<file path="src/rtl/qspi_bus_arbiter.sv">
// Shared QSPI bus sequencer: round-robin between fetch and load/store ports,
// serialising command, address, dummy and data nibbles to flash / RAM A / RAM B.
//
// state   | meaning
// IDLE    | no select asserted, arbitrating
// CMD     | 2 command nibbles, high first
// ADDR    | 6 address nibbles, MSB first
// DUMMY   | read turnaround nibbles, bus released
// DATA    | 2 nibbles per byte, addr+0 first
// DONE    | select released, ready pulse follows
module qspi_bus_arbiter #(
  parameter int         FLASH_DUMMY = 4,
  parameter int         RAM_DUMMY   = 6,
  parameter logic [7:0] CMD_READ    = 8'hEB,
  parameter logic [7:0] CMD_WRITE   = 8'h38
) (
  input  logic        clk,
  input  logic        rst_n,
  input  logic        instr_req,
  input  logic [24:0] instr_addr,
  output logic        instr_ready,
  output logic [31:0] instr_data,
  input  logic        data_req,
  input  logic        data_we,
  input  logic [1:0]  data_size,
  input  logic [24:0] data_addr,
  input  logic [31:0] data_wdata,
  output logic        data_ready,
  output logic [31:0] data_rdata,
  input  logic [3:0]  spi_data_in,
  output logic [3:0]  spi_data_out,
  output logic [3:0]  spi_data_oe,
  output logic        spi_clk_out,
  output logic        spi_flash_select,
  output logic        spi_ram_a_select,
  output logic        spi_ram_b_select,
  output logic        busy
);

  typedef enum logic [2:0] {S_IDLE, S_CMD, S_ADDR, S_DUMMY, S_DATA, S_DONE} state_t;

  localparam logic [4:0] FLASH_DUMMY_N = 5'(FLASH_DUMMY);
  localparam logic [4:0] RAM_DUMMY_N   = 5'(RAM_DUMMY);

  state_t      state, nxt_state;
  logic [4:0]  cnt, nxt_cnt;
  logic        phase;
  logic        last_instr;
  logic        lat_instr, lat_we;
  logic [2:0]  lat_nbytes;
  logic [24:0] lat_addr;
  logic [31:0] lat_wdata;
  logic [31:0] rx;

  logic        d_ok, i_ok, pick_instr;
  logic [24:0] g_addr;
  logic        g_we;
  logic [7:0]  g_cmd;
  logic [23:0] bus_addr;
  logic [4:0]  dummy_n, data_last;
  logic [7:0]  cmd_byte;
  logic [3:0]  nib_val;
  logic        nib_drive;

  assign busy = (state != S_IDLE);

  // A port whose ready is showing still holds req for this cycle; skip it.
  always_comb begin
    d_ok       = data_req & ~data_ready;
    i_ok       = instr_req & ~instr_ready;
    pick_instr = i_ok & (~d_ok | ~last_instr);
    g_addr     = pick_instr ? instr_addr : data_addr;
    g_we       = ~pick_instr & data_we;
    g_cmd      = g_we ? CMD_WRITE : CMD_READ;
  end

  always_comb begin
    bus_addr  = lat_addr[24] ? {1'b0, lat_addr[22:0]} : lat_addr[23:0];
    dummy_n   = lat_addr[24] ? RAM_DUMMY_N : FLASH_DUMMY_N;
    data_last = {1'b0, lat_nbytes, 1'b0} - 5'd1;
    cmd_byte  = lat_we ? CMD_WRITE : CMD_READ;
  end

  always_comb begin
    nxt_state = state;
    nxt_cnt   = cnt + 5'd1;
    case (state)
      S_CMD: if (cnt == 5'd1) begin
        nxt_state = S_ADDR;
        nxt_cnt   = '0;
      end
      S_ADDR: if (cnt == 5'd5) begin
        nxt_state = (lat_we || dummy_n == 5'd0) ? S_DATA : S_DUMMY;
        nxt_cnt   = '0;
      end
      S_DUMMY: if (cnt == dummy_n - 5'd1) begin
        nxt_state = S_DATA;
        nxt_cnt   = '0;
      end
      S_DATA: if (cnt == data_last) begin
        nxt_state = S_DONE;
        nxt_cnt   = '0;
      end
      default: ;
    endcase
  end

  always_comb begin
    nib_val   = 4'h0;
    nib_drive = 1'b0;
    case (nxt_state)
      S_CMD: begin
        nib_val   = nxt_cnt[0] ? cmd_byte[3:0] : cmd_byte[7:4];
        nib_drive = 1'b1;
      end
      S_ADDR: begin
        nib_val   = 4'(bus_addr >> (5'd20 - {nxt_cnt[2:0], 2'b00}));
        nib_drive = 1'b1;
      end
      S_DATA: if (lat_we) begin
        nib_val   = lat_wdata[{nxt_cnt[2:1], ~nxt_cnt[0], 2'b00} +: 4];
        nib_drive = 1'b1;
      end
      default: ;
    endcase
  end

  always_ff @(posedge clk) begin
    if (!rst_n) begin
      state            <= S_IDLE;
      cnt              <= '0;
      phase            <= 1'b0;
      last_instr       <= 1'b1;
      lat_instr        <= 1'b0;
      lat_we           <= 1'b0;
      lat_nbytes       <= '0;
      lat_addr         <= '0;
      lat_wdata        <= '0;
      rx               <= '0;
      instr_ready      <= 1'b0;
      instr_data       <= '0;
      data_ready       <= 1'b0;
      data_rdata       <= '0;
      spi_data_out     <= '0;
      spi_data_oe      <= '0;
      spi_clk_out      <= 1'b0;
      spi_flash_select <= 1'b1;
      spi_ram_a_select <= 1'b1;
      spi_ram_b_select <= 1'b1;
    end else begin
      instr_ready <= 1'b0;
      data_ready  <= 1'b0;
      case (state)
        S_IDLE: if (d_ok || i_ok) begin
          last_instr <= pick_instr;
          lat_instr  <= pick_instr;
          lat_addr   <= g_addr;
          lat_we     <= g_we;
          lat_wdata  <= data_wdata;
          lat_nbytes <= (pick_instr || data_size[1]) ? 3'd4 :
                        (data_size[0] ? 3'd2 : 3'd1);
          rx         <= '0;
          cnt        <= '0;
          phase      <= 1'b0;
          if (g_we && !g_addr[24]) begin
            state <= S_DONE;
          end else begin
            state            <= S_CMD;
            spi_flash_select <= g_addr[24];
            spi_ram_a_select <= ~(g_addr[24] & ~g_addr[23]);
            spi_ram_b_select <= ~(g_addr[24] & g_addr[23]);
            spi_data_out     <= g_cmd[7:4];
            spi_data_oe      <= 4'hF;
            spi_clk_out      <= 1'b0;
          end
        end
        S_DONE: begin
          state <= S_IDLE;
          if (lat_instr) begin
            instr_ready <= 1'b1;
            instr_data  <= rx;
          end else begin
            data_ready <= 1'b1;
            if (!lat_we) data_rdata <= rx;
          end
        end
        default: begin
          if (!phase) begin
            phase       <= 1'b1;
            spi_clk_out <= 1'b1;
          end else begin
            phase       <= 1'b0;
            spi_clk_out <= 1'b0;
            if (state == S_DATA && !lat_we)
              rx[{cnt[2:1], ~cnt[0], 2'b00} +: 4] <= spi_data_in;
            state <= nxt_state;
            cnt   <= nxt_cnt;
            if (nxt_state == S_DONE) begin
              spi_flash_select <= 1'b1;
              spi_ram_a_select <= 1'b1;
              spi_ram_b_select <= 1'b1;
              spi_data_out     <= '0;
              spi_data_oe      <= '0;
            end else begin
              spi_data_out <= nib_val;
              spi_data_oe  <= nib_drive ? 4'hF : 4'h0;
            end
          end
        end
      endcase
    end
  end

endmodule

</file>
<file path="config.mk">
export PLATFORM = sky130hd
export DESIGN_NAME = qspi_bus_arbiter
export DESIGN_NICKNAME = d
export VERILOG_FILES = /design/src/rtl/qspi_bus_arbiter.sv
export SDC_FILE = /design/constraint.sdc
export NUM_CORES = 1
export LEC_CHECK = 0
export ABC_AREA = 1
export BUFFER_PORTS_ARGS = -buffer_cell sky130_fd_sc_hd__buf_2
export CORE_MARGIN = 2
export CORE_UTILIZATION = 38
export DETAILED_ROUTE_END_ITERATION = 10
export GPL_TIMING_DRIVEN = 0
export HOLD_SLACK_MARGIN = 0.02
export PLACE_DENSITY_LB_ADDON = 0.1
export SETUP_SLACK_MARGIN = 0.05
export SYNTH_ARGS = -nofsm -noshare
export SYNTH_HDL_FRONTEND = slang
export SYNTH_SLANG_ARGS = --single-unit
</file>
<file path="constraint.sdc">
create_clock -name clk -period 6.55 [get_ports clk]
set_input_delay 0.3275 -clock clk [delete_from_list [all_inputs] [get_ports clk]]
set_output_delay 0.3275 -clock clk [all_outputs]
set_load 0.05 [all_outputs]
</file>
==> qor.yml <==
worstPathArrival_ns: 2.92
io_buffers: 170
hold_start: "data_wdata[30]"
drt_iter0_markers: 505
routed_wl_mm: 25.5
yosys.area.top_type_share: 0.443
fin_tns_setup_ns: 0
synth_cell_types: 39
rows: 53
layout-drive-gt1-share: 0.202
grt.total_usage: 0.230
outcome: "finished clean"
post_cts_resized: 0
hold_path.class: "input pin to register"
worstSetupPathType: "register to register"
die_area_mm2: 0.0225
drcViolationCount: 0
finalInstanceArea_mm2: 0.00992
yosysSeqAreaShare: 0.443
overflow: 0
clkTransAtPathRegs_ns: 0.07
gp_congestion: 0.910
syn_area_mm2: 0.00810
vias_per_cell: 4.98
cts_buffers: 17
ff2ff_setup_slack_ns: 3.97
worstHoldPathCells: 3
crit_required_ns: 6.89
cp-start-kind: "register"
rsz0062_at_grt: "false"
detailedPlacementHpwl_mm: 19.1
max_cap_violations: 0
holdWs_ns: 0.142
reg2regPathDepth: 18
hold_viol_final: 0
fin_total_pwr_mw: 4.37
antenna_found_initial: 2
hold_buffers: 0
synthCells: 1157
first_pass_iters: 5
slew_viol_final: 0
yosys_warnings: 0
setup_slack_ns: 3.97
period_share: 0.394
initial_core_util: 0.386
irDropWorstVdd_uv: 170
min_delay_worst_endpoint: "lat_wdata[30]"
cts.htree.levels: 4
avgSynthCellArea_um2: 7.00
die_h_um: 150
synthFlopType: "dfxtp_1"
synth.net_count: 1257
place_inst: 1602
fill_cells: 2233
seqCellArea_mm2: 0.00358
fin_crit_ns: 2.58
worstMarginPinSlew_ns: 0.817
startpoint: "cnt[1]"
avgRoutedWirePerCell_um: 15.6
relSlewSlack: 0.450
grt_pass1_wl_mm: 40.2
postCtsSetupBuffers: 0
timing.fmax_ghz: 0.387
ctsRootBufferMaster: "clkbuf_16"
yosys_register_bits: 179
reg2reg_from: "cnt[1]"
cts_tree: "done"
crit_fanout: 10
r2r-end: "spi_data_out[2]"
yosys-top-cells-area: "dfxtp_1 (44%), nand2_1 (14%), nor2_1 (7.4%), nand3_1 (7.0%), o21ai_0 (5.4%)"
nets: 1446
power.leakage_nw: 4.47
synth_common_cells: "nand2_1 (294), dfxtp_1 (179), nor2_1 (160), nand3_1 (114), o21ai_0 (88)"
die_width_um: 150
via_count: 8138
cts_sinks: 179
pre_cts_slack_ns: 4.02
grt_max_degree: 18
synth.largest_area_cell: "dfxtp_1"
ioPinCount: 172
clockBufferDepth: 2
layout.cells.non_filler: 1635
setup_viol: 0
synth_edf_count: 0
clock_latency_ns: 0.45
multi_input_area_mm2: 0.00390
grt_pass1_vias: 7534
dpl_cell_area_mm2: 0.00929
drtAntennaViolNets: 0
synth_most_common_cell: "nand2_1"
fin_worst_skew_ns: 0.0152
async_flop_share: 0
area_delta_synth_final_pct: 22.5
final_core_util: 0.473
crit_path_end_kind: "register"
power.density_mw_per_mm2: 441
core_mm2: 0.0210
## state kept, by name (all words and copies together), names as in the netlist
| signal | count |
|---|---|
| data_rdata | 32 |
| instr_data | 32 |
| lat_wdata | 32 |
| rx | 32 |
| lat_addr | 25 |
| cnt | 5 |
| spi_data_out | 4 |
| lat_nbytes | 3 |
| state | 3 |
| data_ready | 1 |
| instr_ready | 1 |
| last_instr | 1 |
| lat_instr | 1 |
| lat_we | 1 |
| phase | 1 |
| spi_clk_out | 1 |
| spi_data_oe | 1 |
| spi_flash_select | 1 |
| spi_ram_a_select | 1 |
| spi_ram_b_select | 1 |
## placed cells by master (no fill, tap or decap), types with 2 or more instances in the layout
cell type,n
nor4_1,3
nand2_1,294
nand2_2,7
inv_4,2
buf_6,7
nand4_1,5
nand2_4,2
xor2_1,2
buf_4,6
clkbuf_16,17
buf_2,181
clkinvlp_4,2
dfxtp_1,179
clkinv_8,2
o32ai_1,2
or2_2,4
o22ai_1,4
inv_1,50
buf_1,2
nand3_1,114
inv_2,15
clkbuf_1,47
ha_1,7
o21ai_0,88
nor3_1,5
inv_6,4
nand3b_1,9
o21ai_1,3
o31ai_1,2
a31oi_1,25
nor2_1,160
nor2_2,9
nor3_2,2
a21oi_1,79
bufinv_16,3
nand3_2,5
## critical path: stages, from the launching register on
cell	delay (ns)
dfxtp_1	0.35
inv_1	0.18
ha_1	0.20
inv_1	0.05
nor2_1	0.17
nand2_1	0.13
nand2_2	0.14
nand4_4	0.22
nand2_4	0.16
inv_2	0.05
buf_6	0.14
nand2_1	0.06
nand2_1	0.08
nand2_1	0.07
nand3_1	0.11
nand3_1	0.09
nand3_1	0.11
nor2_1	0.11
nor2_1	0.04
## area by class of cell
type / count / share of cell area
Multi-Input combinational cell: 839 / 0.393
Sequential cell: 179 / 0.361
Timing Repair Buffer: 170 / 0.0858
Clock buffer: 18 / 0.0433
Buffer: 72 / 0.0362
Tap cell: 275 / 0.0347
Inverter: 67 / 0.0259
Clock inverter: 14 / 0.0199
Antenna cell: 1 / 0.000252
## how the worst max path moves through the flow
stage,end,slack (ns),cells after the start
2_1_floorplan,spi_data_out[1],4.45,15
3_3_place_gp,data_rdata[29],3.99,8
3_5_place_dp,data_rdata[29],4.02,8
4_1_cts,spi_data_out[3],4.00,18
5_1_grt,spi_data_out[2],3.72,18
6_report,spi_data_out[2],3.97,18
## power by group
part / total, mW / internal (mW) / switching, mW
Clock: 1.10 / 0.614 / 0.482
Sequential: 1.40 / 1.28 / 0.114
Combinational: 1.88 / 0.530 / 1.35
## per-layer routing
layer,vias to the layer above,wire [um],GRT usage
met1,3675,13200,0.353
li1,4175,-,-
met5,-,13,0
met3,34,1420,0.0345
met4,2,489,0.0722
met2,252,10300,0.326
## cells by family after synthesis
| kind of cell | count (synthesis) | synth area share |
|---|---|---|
| compound gates | 207 | 0.136 |
| xor+xnor | 3 | 0.00325 |
| fa+ha+maj | 7 | 0.0108 |
| buf+inv | 139 | 0.0760 |
| flops | 179 | 0.443 |
| simple gates | 622 | 0.332 |
Note: power is estimated with default switching activity, not from simulation.
